File: src/rtl/alu_stack_seq.sv
// Operand-stack sequencer for the 16-bit stack ALU: LIFO operand stack with
// push/pop/peek/ALU commands; drives an external combinational ALU.
module alu_stack_seq #(
  parameter int WIDTH = 16,
  parameter int DEPTH = 8
) (
  input  logic                     clk,
  input  logic                     reset_n,
  input  logic                     Cmd_Valid,
  output logic                     Cmd_Ready,
  input  logic [1:0]               Cmd,
  input  logic [3:0]               Cmd_Oper,
  input  logic [WIDTH-1:0]         Cmd_Data,
  output logic                     Rsp_Valid,
  output logic [WIDTH-1:0]         Rsp_Data,
  output logic                     Rsp_Err,
  output logic                     Rsp_Ovf,
  output logic [$clog2(DEPTH):0]   Depth,
  output logic [3:0]               Oper,
  output logic [WIDTH-1:0]         A,
  output logic [WIDTH-1:0]         B,
  input  logic [WIDTH-1:0]         ALU_Out,
  input  logic                     Overflow
);

  // state | meaning
  // IDLE  | ready for a command; push/pop/peek/rejects respond next cycle
  // EXEC  | ALU operands registered; capture ALU_Out at the end of this cycle
  localparam int AW = $clog2(DEPTH);
  localparam int DW = AW + 1;

  localparam logic [1:0] CMD_PUSH = 2'b00;
  localparam logic [1:0] CMD_POP  = 2'b01;
  localparam logic [1:0] CMD_ALU  = 2'b10;
  localparam logic [1:0] CMD_PEEK = 2'b11;
  localparam logic [3:0] OP_ZERO  = 4'd8;
  localparam logic [3:0] OP_MAX   = 4'd9;

  typedef enum logic {IDLE, EXEC} state_t;
  state_t state;

  logic [WIDTH-1:0] stack_mem [DEPTH];
  logic [AW-1:0]    tos_idx, nos_idx, push_idx, wr_idx;
  logic [WIDTH-1:0] wr_data;
  logic             wr_en, accept, full, empty, unary, alu_ok;

  assign tos_idx  = AW'(Depth - DW'(1));
  assign nos_idx  = AW'(Depth - DW'(2));
  assign push_idx = Depth[AW-1:0];
  assign full     = (Depth == DW'(DEPTH));
  assign empty    = (Depth == '0);
  assign unary    = (Cmd_Oper == OP_ZERO);
  assign alu_ok   = (Cmd_Oper <= OP_MAX) && (unary ? !empty : (Depth >= DW'(2)));

  // Ready is forced low while reset is held so nothing is accepted mid-reset.
  assign Cmd_Ready = reset_n && (state == IDLE);
  assign accept    = Cmd_Valid && Cmd_Ready;

  always_comb begin
    wr_en   = 1'b0;
    wr_idx  = push_idx;
    wr_data = Cmd_Data;
    if (accept && (Cmd == CMD_PUSH) && !full) begin
      wr_en = 1'b1;
    end else if (state == EXEC) begin
      wr_en   = 1'b1;
      wr_idx  = (Oper == OP_ZERO) ? tos_idx : nos_idx;
      wr_data = ALU_Out;
    end
  end

  // Stack storage needs no reset; contents are meaningless at Depth=0.
  always_ff @(posedge clk) begin
    if (wr_en) stack_mem[wr_idx] <= wr_data;
  end

  always_ff @(posedge clk or negedge reset_n) begin
    if (!reset_n) begin
      state     <= IDLE;
      Rsp_Valid <= 1'b0;
      Rsp_Data  <= '0;
      Rsp_Err   <= 1'b0;
      Rsp_Ovf   <= 1'b0;
      Depth     <= '0;
      Oper      <= '0;
      A         <= '0;
      B         <= '0;
    end else begin
      Rsp_Valid <= 1'b0;
      case (state)
        IDLE: begin
          if (accept) begin
            case (Cmd)
              CMD_PUSH: begin
                Rsp_Valid <= 1'b1;
                Rsp_Ovf   <= 1'b0;
                Rsp_Err   <= full;
                Rsp_Data  <= full ? '0 : Cmd_Data;
                if (!full) Depth <= Depth + DW'(1);
              end
              CMD_POP, CMD_PEEK: begin
                Rsp_Valid <= 1'b1;
                Rsp_Ovf   <= 1'b0;
                Rsp_Err   <= empty;
                Rsp_Data  <= empty ? '0 : stack_mem[tos_idx];
                if (!empty && (Cmd == CMD_POP)) Depth <= Depth - DW'(1);
              end
              CMD_ALU: begin
                if (alu_ok) begin
                  Oper  <= Cmd_Oper;
                  A     <= unary ? stack_mem[tos_idx] : stack_mem[nos_idx];
                  B     <= unary ? '0 : stack_mem[tos_idx];
                  state <= EXEC;
                end else begin
                  Rsp_Valid <= 1'b1;
                  Rsp_Err   <= 1'b1;
                  Rsp_Ovf   <= 1'b0;
                  Rsp_Data  <= '0;
                end
              end
              default: ;
            endcase
          end
        end
        EXEC: begin
          Rsp_Valid <= 1'b1;
          Rsp_Err   <= 1'b0;
          Rsp_Data  <= ALU_Out;
          Rsp_Ovf   <= Overflow;
          if (Oper != OP_ZERO) Depth <= Depth - DW'(1);
          state <= IDLE;
        end
        default: state <= IDLE;
      endcase
    end
  end

endmodule

File: config.mk
export PLATFORM = sky130hd
export DESIGN_NAME = alu_stack_seq
export DESIGN_NICKNAME = d
export VERILOG_FILES = /design/src/rtl/alu_stack_seq.sv
export SDC_FILE = /design/constraint.sdc
export NUM_CORES = 1
export LEC_CHECK = 0
export CAP_MARGIN = 20
export CORE_MARGIN = 2
export CORE_UTILIZATION = 25
export DETAILED_ROUTE_END_ITERATION = 10
export PLACE_DENSITY = 0.38
export SYNTH_ARGS = -nofsm -noshare
export SYNTH_HDL_FRONTEND = slang
export SYNTH_SLANG_ARGS = --single-unit
File: constraint.sdc
create_clock -name clk -period 7.6 [get_ports clk]
set_input_delay 1.14 -clock clk [delete_from_list [all_inputs] [get_ports clk]]
set_output_delay 1.14 -clock clk [all_outputs]
set_load 0.01 [all_outputs]
Yosys cells after proc, flatten, opt, wreduce, memory -nomap -nowiden
Memory sizes are Yosys's and may differ from the RTL's. Index checks and enable logic that the tools add are counted.

$add $sub $neg: 3. Multipliers: 0. Div/mod/pow operators: 0. Magnitude comparators: 2. Equality and inequality tests: 13. Shifts and indexed selects: 0. Muxes and demuxes: 40. Bitwise logic cells: 1. Reduce and logical (&&, ||, !) cells: 15.

Operators by type and width (count): 2-to-1 mux 16 bit (8); case mux 16 bit (3 select lines) (1); case mux 16 bit (2 select lines) (1); 2-to-1 mux 4 bit (4); case mux 4 bit (2 select lines) (2); 2-to-1 mux 1 bit (14); == test 4 bit (second input constant) (3); case mux 1 bit (2 select lines) (6); 2-to-1 mux 3 bit (3); inequality test 3 bit (second input constant) (3); logical AND 1 bit (6); AND reduction 5 bit (1); adder 4 x 1 -> 4 bit (second input constant) (1); == test 2 bit (second input constant) (2); >= comparator 4 x 2 -> 1 bit (second input constant) (1); less-or-equal comparator 4 bit (second input constant) (1); zero test 4 bit (1); inequality test 4 bit (second input constant) (1); AND reduction 4 bit (1); subtractor 4 x 1 -> 4 bit (second input constant) (1); inequality test 3 x 1 -> 1 bit (second input constant) (1); case mux 1 bit (3 select lines) (1); OR reduction 3 bit (1); subtractor 3 x 2 -> 3 bit (second input constant) (1); 8 further kinds (9).

Register bits: 60. Latch bits: 0. Bits in writable memories: 128. Memory bits (read-only): 0. Bits of input ports: 42. Output and inout bits: 60. Word-level logic and storage cells: 84. Memories kept: 1.

Memories: stack_mem (depth 8, width 16, rd ports 2, clocked after memory_dff 0, wr ports 1, RTL line 42) `logic [WIDTH-1:0] stack_mem [DEPTH];`.

Logic depth before layout (Yosys ltp)
Depth after elaboration: 8. Mapped depth: 11. Mapped depth without buffers: 7.

Least setup slack after synthesis
No wires, ideal clock.

Kind: register to register. From: register Depth[0]. To: memory stack_mem[4][0] (enable). Setup time: 0.413 ns. Arrival: 3.399 ns. Data required time: 7.187 ns. Path slack: 3.788 ns. Stages on the path, launching flop included: 9. Buffers on the path: 3. Period minus slack after synthesis: 3.812 ns. Cell sequence: dfrtp_1 clkinv_1 clkbuf_1 ha_1 buf_2 buf_2 mux2i_1 mux2_2 nor3b_1.

Longest elaborated chain between the ends: 6. Elaborated cells on any way between the ends: 11. Those cells by class: 2 x add/sub; 1 x eq/ne; 6 x mux; 2 x reduce/logical.

Ends and longest elaborated chain: start, declared (RTL line 18) `output logic [$clog2(DEPTH):0] Depth,`; start signal, assigned (RTL line 99) `if (!full) Depth <= Depth + DW'(1);`; start signal, assigned (RTL line 106) `if (!empty && (Cmd == CMD_POP)) Depth <= Depth - DW'(1);`; start signal, assigned (RTL line 130) `if (Oper != OP_ZERO) Depth <= Depth - DW'(1);`; parallel branches: the longest is 6 deep, another holds subtractor 4 x 1 -> 4 bit; end, declared (RTL line 42).

Several ways; the timed one is not identified.

Worst setup path after layout
From: register Depth[0]. To: register Rsp_Data[8].

Longest elaborated chain between the ends: 6. Elaborated cells on any way between the ends: 15. Those cells by class: 1 x add/sub; 1 x order compare; 2 x eq/ne; 6 x mux; 4 x reduce/logical; 1 x memory.

Ends and longest elaborated chain: subtractor 4 x 1 -> 4 bit or zero test 4 bit (tied branches); memory (8 x 16 bit) or zero test 1 bit (tied branches); 2-to-1 mux 16 bit or 2-to-1 mux 1 bit (tied branches) (RTL line 105, 53); case mux 16 bit (3 select lines) or logical AND 1 bit (tied branches) (RTL line 93, 53); 2-to-1 mux 16 bit or inequality test 3 bit (tied branches); case mux 16 bit (2 select lines) or AND reduction 2 bit (tied branches); end signal, assigned (RTL line 98) `Rsp_Data <= full ? '0 : Cmd_Data;`; end signal, assigned (RTL line 105) `Rsp_Data <= empty ? '0 : stack_mem[tos_idx];`; end signal, assigned (RTL line 128) `Rsp_Data <= ALU_Out;`; end, declared (RTL line 15) `output logic [WIDTH-1:0] Rsp_Data,`.

Several ways; a longest one is shown, not always the timed one. The select of a mux whose other input is x is not followed. A chain may end at the register's enable or synchronous reset.

==> flow_summary.yaml <==
drt:
  via_count: 6433
  avgRoutedWirePerCell_um: 22.4
  first_pass_iters: 4
  post_drt_via_cell_ratio: 4.99
  drc: 0
  totalWireLength_mm: 28.8
  ant_nets: 0
  drtIter0Drc: 368
clock_tree:
  cts_buffer_depth: 2
  clkLatencyLatePin_ns: 0.44
  cts_sinks: 188
  post_cts.repair.setup_buffers: 0
  path_clk_slew_ns: 0.08
  cts_buffers: 17
  cts_root_buf: "clkbuf_16"
  cts_tree: "done"
  cts_resized: 0
  htreeDepth: 4
  cts_hold_buf: 0
synth:
  ys_async_sr_fraction_pct: 31.9
  ys_warn_count: 0
  synth.yosys.seq_area_share_pct: 58.0
  synth_fp_nets: 776
  ys_seq_elements: 188
  syn-cell-area_sq_um: 9220
  synth-edff-count: 128
  yosysTopAreaCell: "edfxtp_1"
  postSynthCellCount: 727
  synth-main-ff-cell: "edfxtp_1"
  synth_cell_type_count: 43
  syn_avg_cell_area_sq_um: 12.7
  synth_area_leaders: "edfxtp_1 42%, dfrtp_1 16%, mux2i_1 14%, mux2_2 3.8%, nand3_1 3.5%"
  yosys.area.top_type_share_pct: 41.7
timing:
  fin_crit_ns: 4.16
  hold_viol_final: 0
  holdWs_ns: 0.484
  finalSetupTns_ns: 0
  finalClockSkew_ns: 0.0135
  post-route-period-util_pct: 54.7
  setup_viol: 0
  layout_setup_ws_ns: 3.44
  drv_slew: 0
  rsz0062_at_grt: "false"
  worst_slew_pin_slew_ns: 1.08
  slew_headroom_pct: 27.9
  clock.fmax_mhz: 241
critical_path:
  worstSetupPathType: "flop to flop"
  required_ns: 7.93
  reg2reg_slack_ns: 3.44
  critPathLaunchType: "flop"
  r2r_end: "Rsp_Data[8]"
  reg2reg_depth: 9
  cp-end-kind: "flop"
  cp.arrival_ns: 4.49
  crit_path_max_fanout: 52
  rr_startpoint: "Depth[0]"
place:
  place_ws_ns: 3.34
  numPortBuffers: 101
  gp_congestion: 0.716
  dpl.hpwl_mm: 19.2
min_path:
  hold_depth: 1
  hp-class: "flop to flop"
  whs_endpoint: "A[13]"
  hold_path.startpoint: "A[13]"
floorplan:
  dieArea_sq_um: 38400
  die_y_um: 196
  start_util_pct: 25.3
  die_w_um: 196
  io_pins: 102
  core.rowCount: 70
  design.core.area_sq_um: 36400
outcome:
  status: "finished clean"
power_and_ir_drop:
  p_leak_nw: 4.35
  vdd_drop_max_v: 0.000269
  p_total_mw: 4.82
  cellPowerDensity_nw_per_um2: 420
layout:
  drive_gt1_share_pct: 11.3
  area_growth_pct: 24.5
  final_nets: 856
  antenna_cells: 0
  final_util_pct: 31.5
run:
  cap_violations: 0
global_route:
  gr-total-overflow: 0
  grt_pass1_wl_mm: 43.0
  grt.total_usage_pct: 15.2
  grt_start_max_net_pins: 66
  antenna_found_initial: 0
  grt_pass1_vias: 6509
## cells by family (layout without fill, tap and decap cells)
family	after synthesis	in the layout	share of synthesized area (%)
flops	188	188	58.0
mux	170	170	19.0
simple gates	160	160	8.87
compound gates	127	127	9.52
buf+inv	69	162	3.12
fa+ha+maj	7	7	0.950
xor+xnor	6	6	0.570
## per-stage QoR
step	cells	cell area, sq um
after global routing	1288	11500
after global placement	1254	10800
after floorplan	727	9220
final	1288	11500
after detailed placement	1255	10800
after CTS	1287	11400
## worst max-delay path: stages, from the launching register on
cell,delay [ns]
dfrtp_4,0.90
clkinv_1,0.22
buf_4,0.35
ha_4,0.55
buf_4,0.73
mux2i_1,0.28
nand3_1,0.10
nand4_1,0.34
o21ai_0,0.14
mux2_1,0.30
## synthesized netlist by cell type (all sizes together) (15+ instances only)
cell    number
mux2i      132
edfxtp     128
nand3       65
dfrtp       60
clkbuf      39
mux2        38
nand2       35
o22ai       34
buf         21
o21ai       21
o31ai       17
a21o        16
nor3        16
a211oi      15
a22oi       15
nand4       15
## flip-flops by register name, summed over array words and instances, names as in the netlist
signal	count
Rsp_Data	16
stack_mem	128
Rsp_Valid	1
B	16
state	1
Depth	4
Rsp_Ovf	1
A	16
Oper	4
Rsp_Err	1
## layout by cell type (no fill, tap or decap), types with 2 or more instances in the layout
cell,synthesis,final
nand3_1,65,65
xnor2_1,5,4
clkinv_1,1,2
nand4_1,15,15
nor3b_2,0,2
o21ai_0,21,21
a21oi_1,2,2
a22oi_1,15,15
clkdlybuf4s50_1,0,100
o31ai_1,17,17
nor3_1,16,16
nand3b_1,3,3
nor2_1,8,8
inv_6,0,3
a21o_1,16,16
dfrtp_1,60,58
ha_1,7,6
clkbuf_16,0,17
inv_1,8,8
buf_4,0,18
edfxtp_1,128,128
bufinv_16,0,6
o22ai_1,34,34
nand2b_1,4,4
clkinvlp_4,0,2
mux2_2,31,31
mux2i_1,132,132
nand2_1,35,35
and3_1,4,4
nor2b_1,2,2
a211oi_1,15,15
mux2_1,7,7
a32oi_1,2,2
## where the power goes
| part | total, mW | switching [mW] | internal, mW |
|---|---|---|---|
| sequential | 1.44 | 0.179 | 1.26 |
| clock | 1.02 | 0.404 | 0.620 |
| combinational | 2.35 | 1.37 | 0.977 |
## final cells by class
class                   instances  area (sq um)
clock inverters                14           239
multi-input cells             470          3650
repair buffers                121          1180
well taps                     468           586
inverters                       9          33.8
flip-flops and latches        188          5350
fillers                      3624         25000
clock buffers                  18           429
## per-layer routing
layer | GRT usage [%] | vias to the layer above | share of wire, %
li1 | - | 2961 | -
met2 | 24.0 | 159 | 46
met3 | 2.58 | 11 | 4.0
met4 | 3.54 | 0 | 0.86
met5 | 0 | - | 0
met1 | 21.7 | 3302 | 50
## worst max path at each step
stage | startpoint | end | slack [ns] | depth (start not counted)
finish | Depth[0] | Rsp_Data[8] | 3.44 | 9
global route | Depth[0] | Rsp_Data[0] | 3.22 | 9
CTS | Depth[0] | Rsp_Data[0] | 3.44 | 9
global placement | Cmd_Oper[0] | Oper[1] | 3.36 | 7
floorplan | Depth[0] | stack_mem[4][0] | 3.79 | 8
detailed placement | Cmd_Oper[0] | Oper[2] | 3.34 | 7
Note: power is estimated with default switching activity, not from simulation.
